===== src/rtl/cla_accumulate_stage.sv =====
// cla_accumulate_stage: valid/ready burst accumulator built around a carry-lookahead adder
module cla_adder #(
    parameter int N = 32
) (
    input  logic [N-1:0] a,
    input  logic [N-1:0] b,
    input  logic         cin,
    output logic [N-1:0] sum,
    output logic         cout,
    output logic         of
);
    logic [N-1:0] p, g;
    logic [N:0]   c;
    assign p = a ^ b;
    assign g = a & b;
    assign c[0] = cin;
    for (genvar k = 0; k < N / 4; k++) begin : grp
        localparam int B = 4 * k;
        assign c[B+1] = g[B] | (p[B] & c[B]);
        assign c[B+2] = g[B+1] | (p[B+1] & g[B]) | (p[B+1] & p[B] & c[B]);
        assign c[B+3] = g[B+2] | (p[B+2] & g[B+1]) | (p[B+2] & p[B+1] & g[B])
                      | (p[B+2] & p[B+1] & p[B] & c[B]);
        assign c[B+4] = g[B+3] | (p[B+3] & g[B+2]) | (p[B+3] & p[B+2] & g[B+1])
                      | (p[B+3] & p[B+2] & p[B+1] & g[B])
                      | (p[B+3] & p[B+2] & p[B+1] & p[B] & c[B]);
    end
    assign sum  = p ^ c[N-1:0];
    assign cout = c[N];
    assign of   = c[N] ^ c[N-1];
endmodule

module cla_accumulate_stage #(
    parameter int N  = 32,
    parameter int CW = 8
) (
    input  logic          clk,
    input  logic          rst,
    input  logic          in_valid,
    output logic          in_ready,
    input  logic [N-1:0]  in_data,
    input  logic          in_last,
    output logic          out_valid,
    input  logic          out_ready,
    output logic [N-1:0]  out_sum,
    output logic          out_of,
    output logic [CW-1:0] out_carries,
    output logic [CW-1:0] out_beats
);
    typedef enum logic [1:0] {IDLE, ACCUM, DONE} state_t;
    state_t        state, state_nx;
    logic [N-1:0]  acc, sum;
    logic          cout, of, of_sticky, take, flush;
    logic [CW-1:0] carries, beats;

    assign take  = in_valid && in_ready;
    assign flush = (state == DONE) && out_ready;

    cla_adder #(.N(N)) u_cla (
        .a(acc), .b(in_data), .cin(1'b0), .sum(sum), .cout(cout), .of(of)
    );

    // state register
    always_ff @(posedge clk) begin
        if (rst) state <= IDLE;
        else     state <= state_nx;
    end

    // a beat moves to ACCUM or DONE on last; DONE leaves on result handshake
    always_comb begin
        state_nx = state;
        if (take)       state_nx = in_last ? DONE : ACCUM;
        else if (flush) state_nx = IDLE;
    end

    // handshake outputs depend only on state
    always_comb begin
        in_ready  = state != DONE;
        out_valid = state == DONE;
    end

    // accumulator and flags: cleared on reset or result handshake, updated on accepted beats
    always_ff @(posedge clk) begin
        if (rst || flush) begin
            acc       <= '0;
            of_sticky <= 1'b0;
            carries   <= '0;
            beats     <= '0;
        end else if (take) begin
            acc       <= sum;
            of_sticky <= of_sticky | of;
            carries   <= (&carries) ? carries : carries + CW'(cout);
            beats     <= (&beats) ? beats : beats + 1'b1;
        end
    end

    assign out_sum     = acc;
    assign out_of      = of_sticky;
    assign out_carries = carries;
    assign out_beats   = beats;
endmodule


===== config.mk =====
export PLATFORM = sky130hd
export DESIGN_NAME = cla_accumulate_stage
export DESIGN_NICKNAME = d
export VERILOG_FILES = /design/src/rtl/cla_accumulate_stage.sv
export SDC_FILE = /design/constraint.sdc
export NUM_CORES = 1
export LEC_CHECK = 0
export CAP_MARGIN = 5
export CORE_AREA = 2 2 90 92
export DETAILED_ROUTE_END_ITERATION = 16
export DIE_AREA = 0 0 92 94
export PLACE_DENSITY = 0.75
export SKIP_LAST_GASP = 1
export SYNTH_ARGS = -nofsm -noshare
export SYNTH_HDL_FRONTEND = slang
export SYNTH_SLANG_ARGS = --single-unit

===== constraint.sdc =====
create_clock -name clk -period 3.1 [get_ports clk]
set_clock_uncertainty 0.1 [all_clocks]
set_input_delay 0.465 -clock clk [delete_from_list [all_inputs] [get_ports clk]]
set_output_delay 0.465 -clock clk [all_outputs]
set_load 0.05 [all_outputs]

## Word-level counts from Yosys, hierarchy flattened

Index checks and enable logic that the tools add are counted.

| storage, ports and cells | value |
|---|---|
| flip-flop bits (word level) | 51 |
| input port bits | 37 |
| logic and storage cells | 224 |

| cells by class | value |
|---|---|
| $add $sub $neg | 2 |
| eq/ne operators | 2 |
| mux-type cells | 3 |
| bitwise operators | 204 |
| reduce and logical (&&, ||, !) cells | 8 |

Operator list:

| cell | number |
|---|---|
| bitwise AND 1 bit | 121 |
| bitwise OR 1 bit | 77 |
| XOR 32 bit | 2 |
| bitwise AND 32 bit | 1 |
| AND reduction 8 bit | 2 |
| adder 8 x 1 -> 8 bit | 1 |
| adder 8 x 1 -> 8 bit (second input constant) | 1 |
| 2-to-1 mux 2 bit | 3 |
| AND reduction 2 bit | 2 |
| equality test 2 bit (second input constant) | 1 |
| logical AND 1 bit | 2 |
| inequality test 2 bit (second input constant) | 1 |
| inverter 1 bit | 2 |
| nonzero test 2 bit | 1 |
| logical OR 1 bit | 1 |
| XOR 1 bit | 1 |

## Longest topological paths before layout

Gate-level depths: netlist of run 1.

| depth | value |
|---|---|
| word-level depth | 21 |
| gate-level depth with buffers | 14 |
| gate-level depth less buffers | 14 |

## By module

A second synthesis of run 1 with hierarchy kept.

| second synthesis, totals | value |
|---|---|
| cell total of the unflattened synthesis | 434 |
| area, all modules | 3542.1 um^2 |

Modules (own cells, without submodules):

| module | times used | cells an instance | area an instance (um^2) |
|---|---|---|---|
| cla_accumulate_stage | 1 | 247 | 1983.2 |
| cla_adder | 1 | 187 | 1559.0 |

## Least setup slack after synthesis of run 1

Ideal clock, no wire load.

| timing | value |
|---|---|
| path kind | reg2reg |
| from | register acc[1] (netlist: out_sum[1]) |
| to | register carries[6] (netlist: out_carries[6]) |
| setup time | 128 ps |
| arrival time | 3115 ps |
| data required time | 2872 ps |
| setup slack | -242 ps |
| cell stages (with the launch flop) | 15 |
| buffers on the path | 0 |
| period minus slack after synthesis | 3342 ps |
| cell sequence | dfxtp_1 -> ha_1 -> a211oi_2 -> o21bai_2 -> a31oi_4 -> a311oi_4 -> o21ai_2 -> o221ai_2 -> a21o_2 -> ha_1 -> and3_1 -> and3_1 -> nand3_1 -> xor2_1 -> nor2_1 |

| on the way | value |
|---|---|
| word-level cells in the longest chain between the ends | 19 |
| elaborated cells on any way between the ends | 22 |
| those cells by class | add/sub: 1; bitwise: 21 |

RTL lines:

| what | RTL line | RTL |
|---|---|---|
| start: declaration | 51 | `logic [N-1:0] acc, sum;` |
| start signal: assignment | 89 | `acc <= sum;` |
| bitwise AND 32 bit or XOR 32 bit (tied branches) | 15, 14 |  |
| bitwise AND 1 bit (on tied branches) | 23, 24 |  |
| bitwise OR 1 bit or bitwise AND 1 bit (tied branches) | 23, 24 |  |
| bitwise OR 1 bit * | 24 | `\| (p[B+3] & p[B+2] & p[B+1] & g[B])` |
| bitwise AND 1 bit * | 25 | `\| (p[B+3] & p[B+2] & p[B+1] & p[B] & c[B]);` |
| bitwise OR 1 bit * | 25 |  |
| bitwise AND 1 bit * | 25 |  |
| bitwise OR 1 bit * | 25 |  |
| [... 3 more ...] | - |  |
| bitwise OR 1 bit * | 25 |  |
| bitwise AND 1 bit * | 25 |  |
| bitwise OR 1 bit * | 25 |  |
| bitwise AND 1 bit * | 25 |  |
| bitwise OR 1 bit * | 25 |  |
| bitwise AND 1 bit * | 25 |  |
| bitwise OR 1 bit * | 25 |  |
| adder 8 x 1 -> 8 bit * | 91 | `carries <= (&carries) ? carries : carries + CW'(cout);` |
| end signal: assignment | 91 |  |
| end: declaration | 53 | `logic [CW-1:0] carries, beats;` |

Mark *: on every way between the ends. The rest lies on a longest branch, timed or not.
A chain may end at the register's enable or synchronous reset.

## Final worst setup path of run 1

| timing | value |
|---|---|
| from | input port in_data[5] |
| to | register carries[6] (netlist: out_carries[6]) |

| on the way | value |
|---|---|
| word-level cells in the longest chain between the ends | 18 |
| elaborated cells on any way between the ends | 23 |
| those cells by class | add/sub: 1; bitwise: 22 |

RTL lines:

| what | RTL line | RTL |
|---|---|---|
| start: declaration | 40 | `input logic [N-1:0] in_data,` |
| bitwise AND 32 bit or XOR 32 bit (tied branches) | 15, 14 |  |
| bitwise AND 1 bit (on tied branches) | 23, 24, 25 |  |
| bitwise OR 1 bit (tied with other cells) | 23 | `assign c[B+4] = g[B+3] \| (p[B+3] & g[B+2]) \| (p[B+3] & p[B+2] & g[B+1])` |
| bitwise OR 1 bit or bitwise AND 1 bit (tied branches) | 24, 25 |  |
| bitwise OR 1 bit * | 25 |  |
| bitwise AND 1 bit * | 25 |  |
| bitwise OR 1 bit * | 25 |  |
| bitwise AND 1 bit * | 25 |  |
| [... 2 more ...] | - |  |
| bitwise OR 1 bit * | 25 |  |
| bitwise AND 1 bit * | 25 |  |
| bitwise OR 1 bit * | 25 |  |
| bitwise AND 1 bit * | 25 |  |
| bitwise OR 1 bit * | 25 |  |
| bitwise AND 1 bit * | 25 |  |
| bitwise OR 1 bit * | 25 |  |
| adder 8 x 1 -> 8 bit * | 91 |  |

Marked as above.

==> results of run 1 <==
-- layout by cell type, fill, tap and decap left out, types with 3 or more instances in the layout --
| cell | instances |
|---|---|
| buf_4 | 77 |
| clkdlybuf4s50_1 | 65 |
| nand2_1 | 49 |
| nor2_1 | 40 |
| dfxtp_1 | 32 |
| a21oi_1 | 30 |
| xnor2_1 | 20 |
| ha_4 | 20 |
| dfxtp_2 | 19 |
| ha_1 | 14 |
| nand3_1 | 12 |
| xor2_1 | 12 |
| a21o_1 | 11 |
| dlygate4sd2_1 | 11 |
| a211oi_1 | 10 |
| inv_1 | 8 |
| fa_1 | 8 |
| o21ai_0 | 7 |
| o21ai_1 | 6 |
| a31oi_1 | 6 |
| nor3_1 | 6 |
| clkdlybuf4s15_1 | 6 |
| nand4_1 | 5 |
| clkbuf_8 | 5 |
| o211ai_1 | 4 |
| dlymetal6s2s_1 | 4 |
| o21ai_2 | 3 |
| mux2i_1 | 3 |
-- sequential cells by signal (all words and copies together), names as in the netlist --
name / count
out_carries: 8
state: 2
out_of: 1
out_sum: 32
out_beats: 8
-- repair_timing --
| item | CTS | global route |
|---|---|---|
| pin swaps | 28 | 18 |
| gates resized for setup | 51 | 13 |
| endpoints found under the setup margin | 5 | 7 |
| buffers inserted | 17 | 8 |
| gates cloned | 0 | 0 |
-- per-stage QoR --
stage	TNS (ns)	hold slack [ns]	util, %	worst slack, ns	cells
after floorplan	0	0.368	-	0.00220	375
after global placement	-2.58	0.350	61.7	-0.423	604
after detailed placement	-3.91	0.353	61.7	-0.524	604
after CTS	0	0.366	67.9	0.00239	629
after global routing	-0.252	0.398	69.4	-0.0794	637
final	0	0.365	69.4	0.0752	637
-- worst max-delay path by stage --
stage,depth (start not counted),startpoint,endpoint
2_1_floorplan,14,out_sum[17]$_SDFFE_PP0P_,out_carries[6]$_SDFFE_PP0P_
3_3_place_gp,15,in_data[8],out_carries[6]$_SDFFE_PP0P_
3_5_place_dp,15,in_data[8],out_carries[6]$_SDFFE_PP0P_
4_1_cts,15,in_data[4],out_carries[6]$_SDFFE_PP0P_
5_1_grt,15,in_data[11],out_carries[6]$_SDFFE_PP0P_
6_report,15,in_data[5],out_carries[6]$_SDFFE_PP0P_
-- area by class of cell --
| class | instances | area share, % |
|---|---|---|
| timing repair buffer | 165 | 27.6 |
| clock buffer | 5 | 1.30 |
| multi-input combinational | 303 | 47.0 |
| inverter | 8 | 0.568 |
| sequential | 51 | 19.8 |
| clock inverter | 3 | 1.28 |
| tap | 102 | 2.42 |
-- power by group --
part	internal [µW]	switching [µW]	total (µW)
sequential	727	78.3	806
clock	322	240	562
combinational	594	675	1270
total	1640	993	2640
-- kinds of logic after synthesis --
| family | synth area share, % |
|---|---|
| buffers and inverters | 2.42 |
| AOI/OAI and AO/OA | 20.9 |
| xor gates and xnor gates | 8.86 |
| muxes | 0.920 |
| DFF | 31.3 |
| and+or+nand+nor | 17.3 |
| adders and majority gates | 18.3 |
-- layer usage --
layer	global-route usage (%)	vias up	part of all wire [%]
met4	9.45	0	2.2
met3	2.81	19	2.7
met2	41.1	71	53
met1	25.6	1591	42
li1	-	1641	-
met5	0	-	0
-- worst reg2reg max path, cell delays in order (launching register included) --
cell      delay (ns)
dfxtp_2         0.36
ha_4            0.27
nand4_1         0.19
nor4_4          0.24
a31oi_4         0.14
a311oi_4        0.35
o21ai_2         0.10
o221ai_2        0.17
a21o_2          0.20
ha_4            0.13
and3_4          0.17
and3_4          0.20
nand3_2         0.08
xor2_1          0.14
nor2_1          0.06
==> results.md, run 1 <==
* Status: completed
* Critical path arrival at 3.14 ns
* Total Routed Length at 9610 µm
* Clk pin slew, worst setup/hold paths at 0.10 ns
* Pre-antenna DRT Iters at 6
* Root buf cell: clkbuf_8
* Post-synth top area share at 31.3%
* Clock tree sinks at 51
* Mapped Nets at 455
* First-pass GRT wire length at 15500 µm
* Multi-input gate area at 0.00248 mm²
* Static Leak at 0.00225 µW
* Hold path cells at 2
* Max-slew violations at 0
* Hold Path Sink: out_of$_SDFFE_PP0P_
* Seq/Total Area, Yosys at 31.3%
* Rel. slew slack at 56.2%
* PD cells at 499 mW/mm²
* Worst min-delay path class: register to register
* Seq cells post-synth at 51
* Fmax achieved at 331 MHz
* Core area at 0.00761 mm²
* Final Hold Vio Count at 0
* Port buffer count at 87
* CP Cell Sequence: clkdlybuf4s15_1, ha_4, nand3_4, nor4_4, a31oi_4, a311oi_4, o21ai_2, o221ai_2, a21o_2, ha_4, and3_4, and3_4, nand3_2, xor2_1, nor2_1
* Buf/Inv on CP at 1
* Share of layout cells above drive strength 1 at 28.4%
* Initial antenna violation count at 0
* Synth Flop Type: dfxtp_1
* RSZ-0062 raised after global routing: true
* Minimum clock period at 3.02 ns
* Post-synthesis cell count at 375
* Layout area overhead at 61.9%
* Setup slack, reg-to-reg at 0.11 ns
* Die area at 0.00865 mm²
* Post-layout instance area at 0.00528 mm²
* Vias per std cell at 5.22
* Fin nets at 614
* Cell variety after synth at 47
* Tot GR Track Use at 22.2%
* Largest area contributor in the netlist: dfxtp_1
* WL per Instance at 15.1 µm
* Die W at 92 µm
* DRC Markers at 0
* Largest net degree at the start of global routing at 29
* DR iter-0 viols at 72
* Measured slew at the worst slew-check pin at 0.658 ns
* Crit. End Element: register
* R2R Path End: out_carries[6]$_SDFFE_PP0P_
* Detailed placement HPWL at 6570 µm
* WP data required at 3.21 ns
* I/O Pins at 88
* Crit path max-delay family: compound AO/OA/AOI/OAI gates
* Row count at 32
* Crit path max fanout at 3
* Critical path type: input pin to register
* CTS tree: built
* Synth top cells by count: 51 x dfxtp_1, 51 x nand2_1, 40 x nor2_1
* Asr flop ratio synth at 0%
* Max stage delay on crit path at 0.35 ns
* Worst r2r src: out_sum[11]$_SDFFE_PP0P_
* Clock tree buffer depth at 2
* Fillcell total at 588
* Yosys Warn Count at 0
* Initial Util at 42.9%
* ANT cells at 0
* # hold bufs at CTS at 0
* Vias in the first global route at 3400
* Total CTS buffers at 5
* Hold_sp: out_of$_SDFFE_PP0P_
* Gpl congestion at 0.817
* Netlist Area Pre-Place at 0.00326 mm²
* Startpoint Class: input pin
* Die height at 94 µm
* Synth area leaders: dfxtp_1 31%, ha_1 13%, nand2_1 5.9%
* Clk_lat worst skew at 0.31 ns
* Register Area at 0.00104 mm²
* Setup-failing EPs final at 0
* Reg2Reg Depth at 14
* Routed Antenna Nets at 0
* Final period util at 97.6%
* Placed Area at 0.00469 mm²
* Slowest CP cell: a311oi_4
* Max-Cap Viols at 0
* Peak VDD IR at 0.000245 V
* Syn_area_per_cell at 8.70 µm²
* Grt total ovfl at 0
* Post-synth EDFFs at 0
* Tot Pwr at 2640 µW
* Via Count at 3322
* Depth of the CTS H-tree at 2
No activity file was read; power rests on OpenSTA's default activity.
==> run 2: changes to the inputs <==
--- a/config.mk
+++ b/config.mk
@@ -7,6 +7,8 @@
 export LEC_CHECK = 0
 export CAP_MARGIN = 5
 export CORE_AREA = 2 2 90 92
+export CTS_CLUSTER_DIAMETER = 30
+export CTS_CLUSTER_SIZE = 12
 export DETAILED_ROUTE_END_ITERATION = 16
 export DIE_AREA = 0 0 92 94
 export PLACE_DENSITY = 0.75
==> results of run 2 <==
The final DEF is identical to that of run 1; final timing and power are the same.
